**src/rtl/riscv_fetch_unit.sv**
```systemverilog
// riscv_fetch_unit
//   Instruction-fetch front end. A PC register issues word requests to a
//   fixed-latency instruction memory. Each issued PC rides a MEM_LATENCY-deep
//   {valid, pc} pipeline, and the returning word is paired with it in an
//   instruction queue toward decode. Issue is credit-limited so the queue can
//   never overflow. Redirects flush the queue and squash in-flight responses.
//   Debug halt gates only delivery; single step lets exactly one instruction out.
//
// Ports
//   clk_in, rst_in        clock, asynchronous active-high reset
//   hlt_in, step_in       debug halt level, single-step pulse
//   redirect_valid_in     redirect fetch to redirect_pc_in (word aligned)
//   redirect_pc_in
//   inst_addr_out         instruction memory address (PC register)
//   inst_req_out          request issued this cycle
//   inst_data_in          word for the request MEM_LATENCY cycles after issue
//   fetch_valid_out       queue head offered to decode
//   fetch_ready_in        decode accepts the head
//   fetch_instr_out       head instruction word
//   fetch_pc_out          head PC

module riscv_fetch_unit #(
   parameter logic [31:0] RESET_PC    = 32'h0000_0000,
   parameter int          MEM_LATENCY = 1,
   parameter int          FIFO_DEPTH  = 4
) (
   input  logic        clk_in,
   input  logic        rst_in,
   input  logic        hlt_in,
   input  logic        step_in,
   input  logic        redirect_valid_in,
   input  logic [31:0] redirect_pc_in,
   output logic [31:0] inst_addr_out,
   output logic        inst_req_out,
   input  logic [31:0] inst_data_in,
   output logic        fetch_valid_out,
   input  logic        fetch_ready_in,
   output logic [31:0] fetch_instr_out,
   output logic [31:0] fetch_pc_out
);

   localparam int PTR_W = $clog2(FIFO_DEPTH);
   // Wide enough to hold queue + in-flight sum without overflow.
   localparam int CNT_W = $clog2(FIFO_DEPTH) + 2;

   typedef struct packed {
      logic [31:0] instr;
      logic [31:0] pc;
   } fetch_entry_t;

   logic [31:0]        pc;
   logic [MEM_LATENCY:1] vld_pipe;
   logic [31:0]        pc_pipe [MEM_LATENCY:1];

   fetch_entry_t       queue_mem [FIFO_DEPTH];
   logic [PTR_W-1:0]   wr_ptr;
   logic [PTR_W-1:0]   rd_ptr;
   logic [CNT_W-1:0]   q_count;
   logic [CNT_W-1:0]   inflight;
   fetch_entry_t       head;
   fetch_entry_t       last_head;
   logic               q_nonempty;
   logic               push;
   logic               pop;
   logic               step_token;
   logic               unused_pc_bits;

   // Target low bits are forced to zero; they carry no information.
   assign unused_pc_bits = ^redirect_pc_in[1:0];

   // Requests currently travelling through the memory pipeline.
   always_comb begin
      inflight = '0;
      for (int k = 1; k <= MEM_LATENCY; k++)
         inflight = inflight + CNT_W'(vld_pipe[k]);
   end

   assign q_nonempty = (q_count != '0);

   // Credits come from registered counts only: a pop this cycle frees its
   // slot for issue next cycle. Reset gating makes the request drop the
   // moment rst_in rises rather than at the next edge.
   assign inst_req_out = !rst_in && !redirect_valid_in &&
                         ((q_count + inflight) < CNT_W'(FIFO_DEPTH));
   assign inst_addr_out = pc;

   assign fetch_valid_out = !rst_in && q_nonempty && !redirect_valid_in &&
                            (!hlt_in || step_token);

   assign pop  = fetch_valid_out && fetch_ready_in;
   // A response landing in a redirect cycle belongs to the old stream.
   assign push = vld_pipe[MEM_LATENCY] && !redirect_valid_in;

   assign head = queue_mem[rd_ptr];

   // With the queue empty, the outputs keep showing the last head presented.
   assign fetch_instr_out = q_nonempty ? head.instr : last_head.instr;
   assign fetch_pc_out    = q_nonempty ? head.pc    : last_head.pc;

   // PC and in-flight {valid, pc} pipeline.
   always_ff @(posedge clk_in or posedge rst_in) begin
      if (rst_in) begin
         pc       <= RESET_PC;
         vld_pipe <= '0;
         for (int k = 1; k <= MEM_LATENCY; k++)
            pc_pipe[k] <= '0;
      end else if (redirect_valid_in) begin
         pc       <= {redirect_pc_in[31:2], 2'b00};
         vld_pipe <= '0;
      end else begin
         if (inst_req_out)
            pc <= pc + 32'd4;
         vld_pipe[1] <= inst_req_out;
         pc_pipe[1]  <= pc;
         for (int k = 2; k <= MEM_LATENCY; k++) begin
            vld_pipe[k] <= vld_pipe[k-1];
            pc_pipe[k]  <= pc_pipe[k-1];
         end
      end
   end

   // Queue storage: no reset needed, occupancy is tracked by q_count.
   always_ff @(posedge clk_in) begin
      if (push)
         queue_mem[wr_ptr] <= '{instr: inst_data_in, pc: pc_pipe[MEM_LATENCY]};
   end

   // Queue pointers, occupancy and held head.
   always_ff @(posedge clk_in or posedge rst_in) begin
      if (rst_in) begin
         wr_ptr    <= '0;
         rd_ptr    <= '0;
         q_count   <= '0;
         last_head <= '0;
      end else begin
         if (q_nonempty)
            last_head <= head;
         if (redirect_valid_in) begin
            wr_ptr  <= '0;
            rd_ptr  <= '0;
            q_count <= '0;
         end else begin
            if (push)
               wr_ptr <= wr_ptr + PTR_W'(1);
            if (pop)
               rd_ptr <= rd_ptr + PTR_W'(1);
            q_count <= q_count + CNT_W'(push) - CNT_W'(pop);
         end
      end
   end

   // Step token: one delivery while halted. Repeated pulses before the
   // transfer collapse into one; leaving halt discards the token.
   always_ff @(posedge clk_in or posedge rst_in) begin
      if (rst_in)
         step_token <= 1'b0;
      else if (!hlt_in)
         step_token <= 1'b0;
      else if (pop)
         step_token <= 1'b0;
      else if (step_in)
         step_token <= 1'b1;
   end

endmodule

```
**config.mk**
```make
export PLATFORM = sky130hd
export DESIGN_NAME = riscv_fetch_unit
export DESIGN_NICKNAME = d
export VERILOG_FILES = /design/src/rtl/riscv_fetch_unit.sv
export SDC_FILE = /design/constraint.sdc
export NUM_CORES = 1
export LEC_CHECK = 0
export BUFFER_PORTS_ARGS = -buffer_cell sky130_fd_sc_hd__clkbuf_2
export CAP_MARGIN = 20
export CORE_ASPECT_RATIO = 1.2
export CORE_MARGIN = 4
export CORE_UTILIZATION = 55
export CTS_BUF_LIST = sky130_fd_sc_hd__clkbuf_4 sky130_fd_sc_hd__clkbuf_8
export DETAILED_ROUTE_END_ITERATION = 8
export PLACE_DENSITY = 0.76
export SLEW_MARGIN = 20
export SYNTH_ARGS = -nofsm -noshare
export SYNTH_HDL_FRONTEND = slang
export SYNTH_SLANG_ARGS = --single-unit
```
**constraint.sdc**
```tcl
create_clock -name clk_in -period 8.55 [get_ports clk_in]
set_clock_uncertainty 0.05 [all_clocks]
set_input_delay 1.2825 -clock clk_in [delete_from_list [all_inputs] [get_ports clk_in]]
set_output_delay 1.2825 -clock clk_in [all_outputs]
set_load 0.02 [all_outputs]
```
==> results of run 1 <==
[worst max-delay path, stage by stage]
cell      delay, ns
clkbuf_2       0.35
nor3b_1        0.36
mux2_4         0.23
nand2_2        0.33
inv_1          0.53
clkbuf_2       0.26
[where the power goes]
part / switching, mW / internal [mW] / leakage [nW]
clock network: 0.657 / 0.867 / 0.633
logic: 0.727 / 0.474 / 1.98
registers: 0.136 / 2.23 / 3.83
total: 1.52 / 3.57 / 6.45
[flip-flops by register name, summed over array words and instances (netlist names)]
name and cells:
last_head 62, q_count 4, queue_mem 248, pc_pipe 30, vld_pipe 1, rd_ptr 2
step_token 1, inst_addr_out 30, wr_ptr 2
[per-layer routing]
metal  vias to the layer above  global-route usage [%]
li1                       3575                       -
met1                      4004                   27.77
met2                       258                   33.38
met3                        31                   4.089
met4                         0                   4.759
met5                         -                       0
[final cells by class]
class | instances | area, µm²
clock inverters | 25 | 214.0
fillers | 1911 | 9319
flip-flops and latches | 380 | 10760
inverters | 21 | 83.83
multi-input cells | 376 | 3885
clock buffers | 82 | 991.0
well taps | 335 | 419.2
repair buffers | 166 | 843.3
[stage by stage]
step	worst slack [ns]	instance area, µm²	power [mW]
floorplan	3.691	14900	3.198
global placement	3.906	15990	3.588
detailed placement	3.896	15990	3.621
CTS	3.810	17190	5.152
global route	3.705	17190	5.353
finish	3.864	17190	5.090
[worst min-delay path by stage]
stage                                   start  cells past startpoint                         end
floorplan             pc_pipe[10]$_DFFE_PP0N_                      0  queue_mem[0][10]$_DFFE_PP_
global placement    last_head[54]$_DFFE_PP0N_                      1   last_head[54]$_DFFE_PP0N_
detailed placement  last_head[24]$_DFFE_PP0N_                      1   last_head[24]$_DFFE_PP0N_
CTS                 last_head[32]$_DFFE_PP0N_                      1   last_head[32]$_DFFE_PP0N_
global route        last_head[54]$_DFFE_PP0N_                      1   last_head[54]$_DFFE_PP0N_
finish              last_head[32]$_DFFE_PP0N_                      1   last_head[32]$_DFFE_PP0N_
[placed cells by master, fill, tap and decap left out, drive strengths merged, types with 14 or more instances in the layout]
cell,netlist,layout
clkbuf,13,243
clkinv,0,19
dfrtp,132,132
edfxtp,248,248
inv,21,21
mux2,83,83
mux4,62,62
nand2,44,44
nand3,18,18
nor3,14,14
o21ai,25,25
[logic make-up after synthesis]
group                      Yosys count  synth area share [%]
adders and majority gates           12                 1.059
xor gates and xnor gates            10                0.6387
other                                1               0.02519
buffers and inverters               63                 1.908
DFF                                380                 72.20
and+or+nand+nor                    128                 4.731
AOI/OAI and AO/OA                   74                 3.555
muxes                              148                 15.88
==> results.sh, run 1 <==
export IMPL_status="complete, no violations"
export IMPL_endpoint="inst_req_out"
export IMPL_synth_area_per_cell_um2=18.25
export IMPL_globalplace_congestion=0.8527
export IMPL_drv_slew=0
export IMPL_numClockSinks=380
export IMPL_hpwl_um=16710
export IMPL_max_slew_margin_rel_pct=31.52
export IMPL_period_minus_slack_ns=4.686
export IMPL_dp_cells=1278
export IMPL_fmax_ghz=0.2134
export IMPL_synth_most_common_cell="edfxtp_1"
export IMPL_ys_async_sr_fraction_pct=34.74
export IMPL_fin_util_pct=64.85
export IMPL_drc=0
export IMPL_start_util_pct=56.16
export IMPL_p_leak_nw=6.448
export IMPL_drt_iter0_markers=470
export IMPL_core_um2=26510
export IMPL_clockRootBuffer="clkbuf_8"
export IMPL_setup_tns_ns=0
export IMPL_startpoint_type="input pin"
export IMPL_r2r_end="q_count[2]$_DFF_PP0_"
export IMPL_drive_gt1_share_pct=40.29
export IMPL_drt_pass1_iter_count=4
export IMPL_grt_usage_pct=20.11
export IMPL_syn_instance_count=816
export IMPL_nets=1084
export IMPL_netlist_area_um2=14890
export IMPL_first_global_vias=8480
export IMPL_hold_viol_final=0
export IMPL_fin_hold_ws_ns=0.4445
export IMPL_h_tree_depth=2
export IMPL_r2r_cells=12
export IMPL_ir_drop_mv=0.1705
export IMPL_grt_pass1_wl_um=46580
export IMPL_die_area_um2=29780
export IMPL_yosysSeqAreaShare_pct=72.20
export IMPL_drtAntennaViolNets=0
export IMPL_drt_total_wl_um=29000
export IMPL_die_x_um=158.2
export IMPL_grt_max_degree=79
export IMPL_reg2reg_from="q_count[2]$_DFF_PP0_"
export IMPL_max_cap_violations=0
export IMPL_hold_path_class="register to register"
export IMPL_cts_buffers=57
export IMPL_startpoint="redirect_valid_in"
export IMPL_synth_cells_most_frequent="248 x edfxtp_1, 132 x dfrtp_1, 82 x mux2_2"
export IMPL_instances_no_fill=1385
export IMPL_fin_crit_sh_pct=54.81
export IMPL_cp_arrival_ns=3.35
export IMPL_port_buffers=161
export IMPL_via_per_inst=5.681
export IMPL_cp_required_ns=7.22
export IMPL_synth_edf_count=248
export IMPL_yosys_warnings=0
export IMPL_cts_setup_buffers=0
export IMPL_wl_met2_um=14570
export IMPL_grt_ovfl_total=0
export IMPL_synthFlopType="edfxtp_1"
export IMPL_power_density_nw_per_um2=296.0
export IMPL_cp_max_fo=31
export IMPL_worst_skew_pair_late_latency_ns=0.57
export IMPL_critical_path_class="input pin to output port"
export IMPL_vias=7868
export IMPL_yosysTopAreaCellShare_pct=50.02
export IMPL_die_y_um=188.2
export IMPL_timing_reg2reg_setup_slack_ns=5.32
export IMPL_synth_area_leaders="edfxtp_1 50%, dfrtp_1 22%, mux4_2 9.4%"
export IMPL_tightest_slew_ns=1.027
export IMPL_io_pins=168
export IMPL_ctsHoldBuffers=0
export IMPL_cts_max_path_buffers=3
export IMPL_wire_per_inst_um=20.94
export IMPL_yosysUniqueCellTypes=52
export IMPL_clkSlewWorstSetupHoldPaths_ns=0.06
export IMPL_highest_layer="met4"
export IMPL_cts_resized=0
export IMPL_rsz0062_at_grt="false"
export IMPL_synth_largest_area_cell="edfxtp_1"
export IMPL_synth_seq_cells=380
export IMPL_area_growth_pct=15.48
export IMPL_finalSetupViolCount=0
export IMPL_antennaDiodeCount=0
export IMPL_endpoint_kind="output port"
export IMPL_cts_tree="built"
export IMPL_wl_met3_um=1692
export IMPL_met1Wirelength_um=12360
export IMPL_rows=65
export IMPL_antenna_found_initial=0
(Power assumes the default switching activity.)
==> run 2: changes to the inputs <==
Settings changed: PLACE_DENSITY 0.76 to 0.79.
Clock period 8.55 ns to 4.3 ns, I/O delays scaled along.
==> run 2 against run 1 <==
Compared with the run above: non-clock buffer count rose by 6; clock power grew 95%; register-to-register slack got worse by 3.7 ns; count of clock-buffer cells in the layout is 6 higher; cell area grew 0.33%; critical endpoint is now fetch_instr_out[27].
==> results.sh, run 2 (synthesis results as in run 1) <==
export IMPL_cp_max_fo=27
export IMPL_fmax_ghz=0.2947
export IMPL_fillers=1870
export IMPL_drc=0
export IMPL_endpoint_kind="output port"
export IMPL_hpwl_um=17050
export IMPL_rsz0062_at_grt="false"
export IMPL_startpoint="rd_ptr[0]$_DFFE_PP0P_"
export IMPL_hold_path_class="input pin to asynchronous set/reset pin"
export IMPL_grt_max_degree=105
export IMPL_tightest_slew_ns=0.9973
export IMPL_period_minus_slack_ns=3.394
export IMPL_startpoint_type="register"
export IMPL_io_pins=168
export IMPL_seqCellArea_um2=10760
export IMPL_rows=65
export IMPL_worst_skew_pair_late_latency_ns=0.56
export IMPL_finalSetupViolCount=0
export IMPL_max_slew_margin_rel_pct=33.52
export IMPL_antenna_found_initial=0
export IMPL_clockRootBuffer="clkbuf_8"
export IMPL_max_stage_delay_ns=0.79
export IMPL_area_growth_pct=15.87
export IMPL_nets=1090
export IMPL_status="complete, no violations"
export IMPL_drive_gt1_share_pct=40.78
export IMPL_fin_crit_sh_pct=78.92
export IMPL_grt_ovfl_total=0
export IMPL_cts_buffers=57
export IMPL_drtAntennaViolNets=0
export IMPL_setup_tns_ns=0
export IMPL_numClockSinks=380
export IMPL_die_y_um=188.2
export IMPL_wire_per_inst_um=20.56
export IMPL_largest_register="queue_mem"
export IMPL_ctsHoldBuffers=0
export IMPL_p_total_mw=10.07
export IMPL_antennaDiodeCount=0
export IMPL_grt_usage_pct=19.78
export IMPL_vias=7989
export IMPL_cp_required_ns=3.61
export IMPL_first_global_vias=8629
export IMPL_globalplace_congestion=0.8236
export IMPL_multi_input_area_um2=3881
export IMPL_final_cell_mix="248 x edfxtp_1, 161 x clkbuf_2, 130 x dfrtp_1"
export IMPL_cts_resized=0
export IMPL_cp_arrival_ns=2.70
export IMPL_cts_tree="built"
export IMPL_cp_cell_sequence="buf_4 > mux4_2 > mux2_2 > clkbuf_2"
export IMPL_port_buffers=161
export IMPL_p_leak_nw=6.491
export IMPL_die_x_um=158.2
export IMPL_via_per_inst=5.739
export IMPL_cts_setup_buffers=0
export IMPL_start_util_pct=56.16
export IMPL_drt_iter0_markers=457
export IMPL_clkSlewWorstSetupHoldPaths_ns=0.06
export IMPL_critical_path_class="register to output port"
export IMPL_max_cap_violations=0
export IMPL_die_area_um2=29780
export IMPL_fin_hold_ws_ns=0.2301
export IMPL_largest_reg_flops=248
export IMPL_grt_pass1_wl_um=46160
export IMPL_cts_max_path_buffers=3
export IMPL_power_density_nw_per_um2=583.6
export IMPL_drv_slew=0
export IMPL_reg2reg_from="q_count[3]$_DFF_PP0_"
export IMPL_h_tree_depth=2
export IMPL_drt_pass1_iter_count=7
export IMPL_largestRegisters="queue_mem: 248 flops, last_head: 62 flops"
export IMPL_critPathBufInv=2
export IMPL_layout_commonest_cell="edfxtp_1"
export IMPL_hold_viol_final=0
export IMPL_crit_family="multiplexers"
export IMPL_core_um2=26510
export IMPL_ir_drop_mv=0.3561
export IMPL_drt_total_wl_um=28620
export IMPL_cp_slowest_cell="dfrtp_4"
[run 2: cell types whose count changed in the layout (fill, tap and decap cells not counted), sizes merged]
cell	previous run	this run
clkinvlp	2	1
clkbuf	243	249
buf	5	11
clkinv	19	17
bufinv	4	2
[run 2: final timing paths]
check                                                endpoint  slack [ns]  depth (start not counted)
worst min-delay path            inst_addr_out[21]$_DFFE_PP0N_        0.23                          2
worst min register to register      last_head[42]$_DFFE_PP0N_        0.44                          1
worst max register to register           q_count[2]$_DFF_PP0_        1.66                         11
max in group asynchronous           last_head[43]$_DFFE_PP0N_        3.17                          3
min in group clk_in              inst_addr_out[3]$_DFFE_PP0N_        0.25                          3
worst max-delay path                      fetch_instr_out[27]        0.91                          4
[run 2: per-layer routing]
layer / vias to the layer above / global-route usage (%) / share of wire [%]
li1: 3595 / - / -
met1: 4067 / 27.11 / 41
met2: 284 / 32.87 / 50
met3: 43 / 3.745 / 6.3
met4: 0 / 5.448 / 1.9
met5: - / 0 / 0
[run 2: where the power goes]
group	internal [mW]	switching [mW]	total [mW]	leakage, nW
combinational	0.961	1.44	2.41	2.02
sequential	4.43	0.268	4.70	3.83
clock	1.68	1.28	2.96	0.637
[run 2: area by class of cell]
cell class / instances / share of cell area [%]
clock buffer: 88 / 6.114
clock inverter: 20 / 0.8050
inverter: 21 / 0.5004
multi-input combinational: 376 / 22.50
sequential: 380 / 62.36
tap: 335 / 2.430
timing repair buffer: 172 / 5.294
[run 2: through the flow]
| stage | cells | area (µm²) | utilization (%) | setup WS, ns |
|---|---|---|---|---|
| 2_1_floorplan | 819 | 14900 | - | 0.07895 |
| 3_3_place_gp | 1284 | 16060 | 60.56 | 1.405 |
| 3_5_place_dp | 1284 | 16060 | 60.56 | 1.399 |
| 4_1_cts | 1392 | 17250 | 65.06 | 0.7858 |
| 5_1_grt | 1392 | 17250 | 65.07 | 0.6720 |
| 6_report | 1392 | 17250 | 65.07 | 0.9064 |
==> run 3: changes to the inputs <==
Settings changed: ABC_AREA set to 1, PLACE_DENSITY 0.79 to 0.75.
Clock period 4.3 ns to 3.2 ns, I/O delays scaled along.
==> run 3 against run 2 <==
Compared with the run above: area after synthesis grew 4.1%; synthesized cell count is 75% higher; utilization decreased by 0.098 points; count of clock-buffer cells in the layout is 7 lower; critical path type unchanged; largest power group unchanged.
==> results.sh, run 3 <==
export IMPL_cts_setup_buffers=0
export IMPL_drv_slew=0
export IMPL_period_minus_slack_ns=3.051
export IMPL_synth_area_per_cell_um2=10.84
export IMPL_grt_usage_pct=21.40
export IMPL_die_y_um=191.9
export IMPL_grt_pass1_wl_um=52650
export IMPL_h_tree_depth=2
export IMPL_nets=1682
export IMPL_globalplace_congestion=0.8536
export IMPL_finalSetupViolCount=0
export IMPL_cts_buffers=57
export IMPL_fillers=2151
export IMPL_synth_seq_cells=380
export IMPL_fmax_ghz=0.3277
export IMPL_max_cap_violations=0
export IMPL_critical_path_class="register to output port"
export IMPL_largest_register="queue_mem"
export IMPL_rows=67
export IMPL_hold_viol_final=0
export IMPL_drt_pass1_iter_count=4
export IMPL_drtAntennaViolNets=0
export IMPL_via_per_inst=5.283
export IMPL_seqCellArea_um2=10760
export IMPL_layout_commonest_cell="nor2_1"
export IMPL_status="complete, no violations"
export IMPL_antenna_found_initial=0
export IMPL_start_util_pct=55.69
export IMPL_yosys_warnings=0
export IMPL_wire_per_inst_um=16.20
export IMPL_yosysSeqAreaShare_pct=69.36
export IMPL_endpoint_kind="output port"
export IMPL_synth_edf_count=248
export IMPL_p_leak_nw=7.281
export IMPL_yosysTopAreaCellShare_pct=48.05
export IMPL_port_buffers=161
export IMPL_hpwl_um=20060
export IMPL_clockRootBuffer="clkbuf_8"
export IMPL_ir_drop_mv=0.3658
export IMPL_syn_instance_count=1430
export IMPL_netlist_area_um2=15500
export IMPL_worst_skew_pair_late_latency_ns=0.59
export IMPL_cts_max_path_buffers=3
export IMPL_hold_path_class="input pin to register"
export IMPL_fin_hold_ws_ns=0.05071
export IMPL_final_cell_mix="352 x nor2_1, 248 x edfxtp_1, 198 x nand2_1"
export IMPL_max_stage_delay_ns=0.38
export IMPL_max_slew_margin_rel_pct=42.78
export IMPL_synthFlopType="edfxtp_1"
export IMPL_placed_cell_area_um2=16770
export IMPL_rsz0062_at_grt="false"
export IMPL_grt_ovfl_total=0
export IMPL_grt_max_degree=92
export IMPL_drive_gt1_share_pct=18.82
export IMPL_power_density_nw_per_um2=802.5
export IMPL_cts_tree="built"
export IMPL_yosysUniqueCellTypes=36
export IMPL_largestRegisters="queue_mem: 248 flops, last_head: 62 flops"
export IMPL_io_pins=168
export IMPL_numClockSinks=380
export IMPL_fin_crit_sh_pct=95.35
export IMPL_tightest_slew_ns=0.8570
export IMPL_antennaDiodeCount=0
export IMPL_synth_most_common_cell="nor2_1"
export IMPL_timing_reg2reg_setup_slack_ns=0.56
export IMPL_largest_reg_flops=248
export IMPL_synth_cells_most_frequent="356 x nor2_1, 248 x edfxtp_1, 199 x nand2_1"
export IMPL_cp_slowest_cell="dfrtp_1"
export IMPL_cp_cell_sequence="inv_1 > ha_1 > nand2_8 > buf_12 > nor2_1 > a31oi_1 > clkbuf_2"
export IMPL_core_um2=27830
export IMPL_drt_iter0_markers=549
export IMPL_synth_area_leaders="edfxtp_1 48%, dfrtp_1 21%, nor2_1 8.6%"
export IMPL_die_x_um=161.2
export IMPL_first_global_vias=10570
export IMPL_cp_required_ns=2.67
export IMPL_multi_input_area_um2=4188
export IMPL_cp_max_fo=53
export IMPL_area_growth_pct=16.66
export IMPL_die_area_um2=30940
export IMPL_design_area_um2=18080
export IMPL_synth_largest_area_cell="edfxtp_1"
export IMPL_drt_total_wl_um=32830
export IMPL_ys_async_sr_fraction_pct=34.74
export IMPL_startpoint_type="register"
export IMPL_clkSlewWorstSetupHoldPaths_ns=0.07
export IMPL_cp_arrival_ns=2.52
export IMPL_drc=0
export IMPL_vias=10700
## run 3: cell count changes after synthesis, moves of 60 or more
cell,before,now
nor2_1,12,356
nand2_1,43,199
o21ai_0,24,164
mux2_2,82,0
mux4_2,62,0
a31oi_1,1,61
## run 3: final timing paths
kind | endpoint | from | depth (start not counted)
worst max register to register | q_count[2]$_DFF_PP0_ | q_count[1]$_DFF_PP0_ | 10
min in group asynchronous | pc_pipe[6]$_DFFE_PP0N_ | rst_in | 3
worst max-delay path | fetch_instr_out[9] | q_count[2]$_DFF_PP0_ | 7
worst min-delay path | inst_addr_out[19]$_DFFE_PP0N_ | redirect_pc_in[19] | 3
max in group asynchronous | last_head[20]$_DFFE_PP0N_ | rst_in | 4
worst min register to register | last_head[2]$_DFFE_PP0N_ | last_head[2]$_DFFE_PP0N_ | 2
## run 3: logic make-up (layout without fill, tap and decap cells)
| family | after synthesis | count (layout) | synth area share, % |
|---|---|---|---|
| other cells | 1 | 4 | 0.02419 |
| xor+xnor | 4 | 4 | 0.2261 |
| buf+inv | 143 | 357 | 4.036 |
| simple gates | 653 | 653 | 17.07 |
| flops | 380 | 380 | 69.36 |
| compound gates | 237 | 237 | 8.266 |
| fa+ha+maj | 12 | 12 | 1.017 |
## run 3: repair_timing
item,4_1_cts,5_1_grt
endpoints found under the hold margin,3,0
hold buffers,1,0
gates resized for setup,0,3
setup endpoints to repair,0,11
## run 3: metal layers
metal	part of all wire (%)	global-route usage, %
met5	0	0
met4	2.9	7.548
met3	5.4	3.692
met2	50	37.46
met1	42	27.16
## run 3: cell type report
| type | instances | share of cell area, % |
|---|---|---|
| timing repair buffer | 184 | 6.207 |
| inverter | 67 | 1.418 |
| tap | 379 | 2.622 |
| multi-input combinational | 910 | 23.16 |
| sequential | 380 | 59.48 |
| clock inverter | 25 | 1.363 |
| clock buffer | 81 | 5.750 |
## run 3: power by group
group / total [mW] / switching [mW] / internal, mW / leakage, nW
logic: 3.85 / 2.69 / 1.16 / 2.81
registers: 6.37 / 0.386 / 5.99 / 3.80
clock network: 4.29 / 1.79 / 2.50 / 0.676
total: 14.5 / 4.87 / 9.64 / 7.28
## run 3: stage by stage
stage	instances	total power, mW	utilization (%)	setup WS (ns)	setup TNS [ns]
2_1_floorplan	1433	8.900	-	-0.9512	-235.90
3_3_place_gp	1919	10.25	60.25	0.6327	0
3_5_place_dp	1919	10.33	60.25	0.5743	0
4_1_cts	2026	14.64	64.90	0.01095	0
5_1_grt	2026	15.32	64.97	0.01473	0
6_report	2026	14.51	64.97	0.1489	0
## run 3: critical path: cells and delay by family (launching register included)
family / cells / cell delay (ns)
and+or+nand+nor: 2 / 0.30
adders and majority gates: 1 / 0.27
buffers and inverters: 3 / 0.64
AOI/OAI and AO/OA: 1 / 0.32
DFF: 1 / 0.38
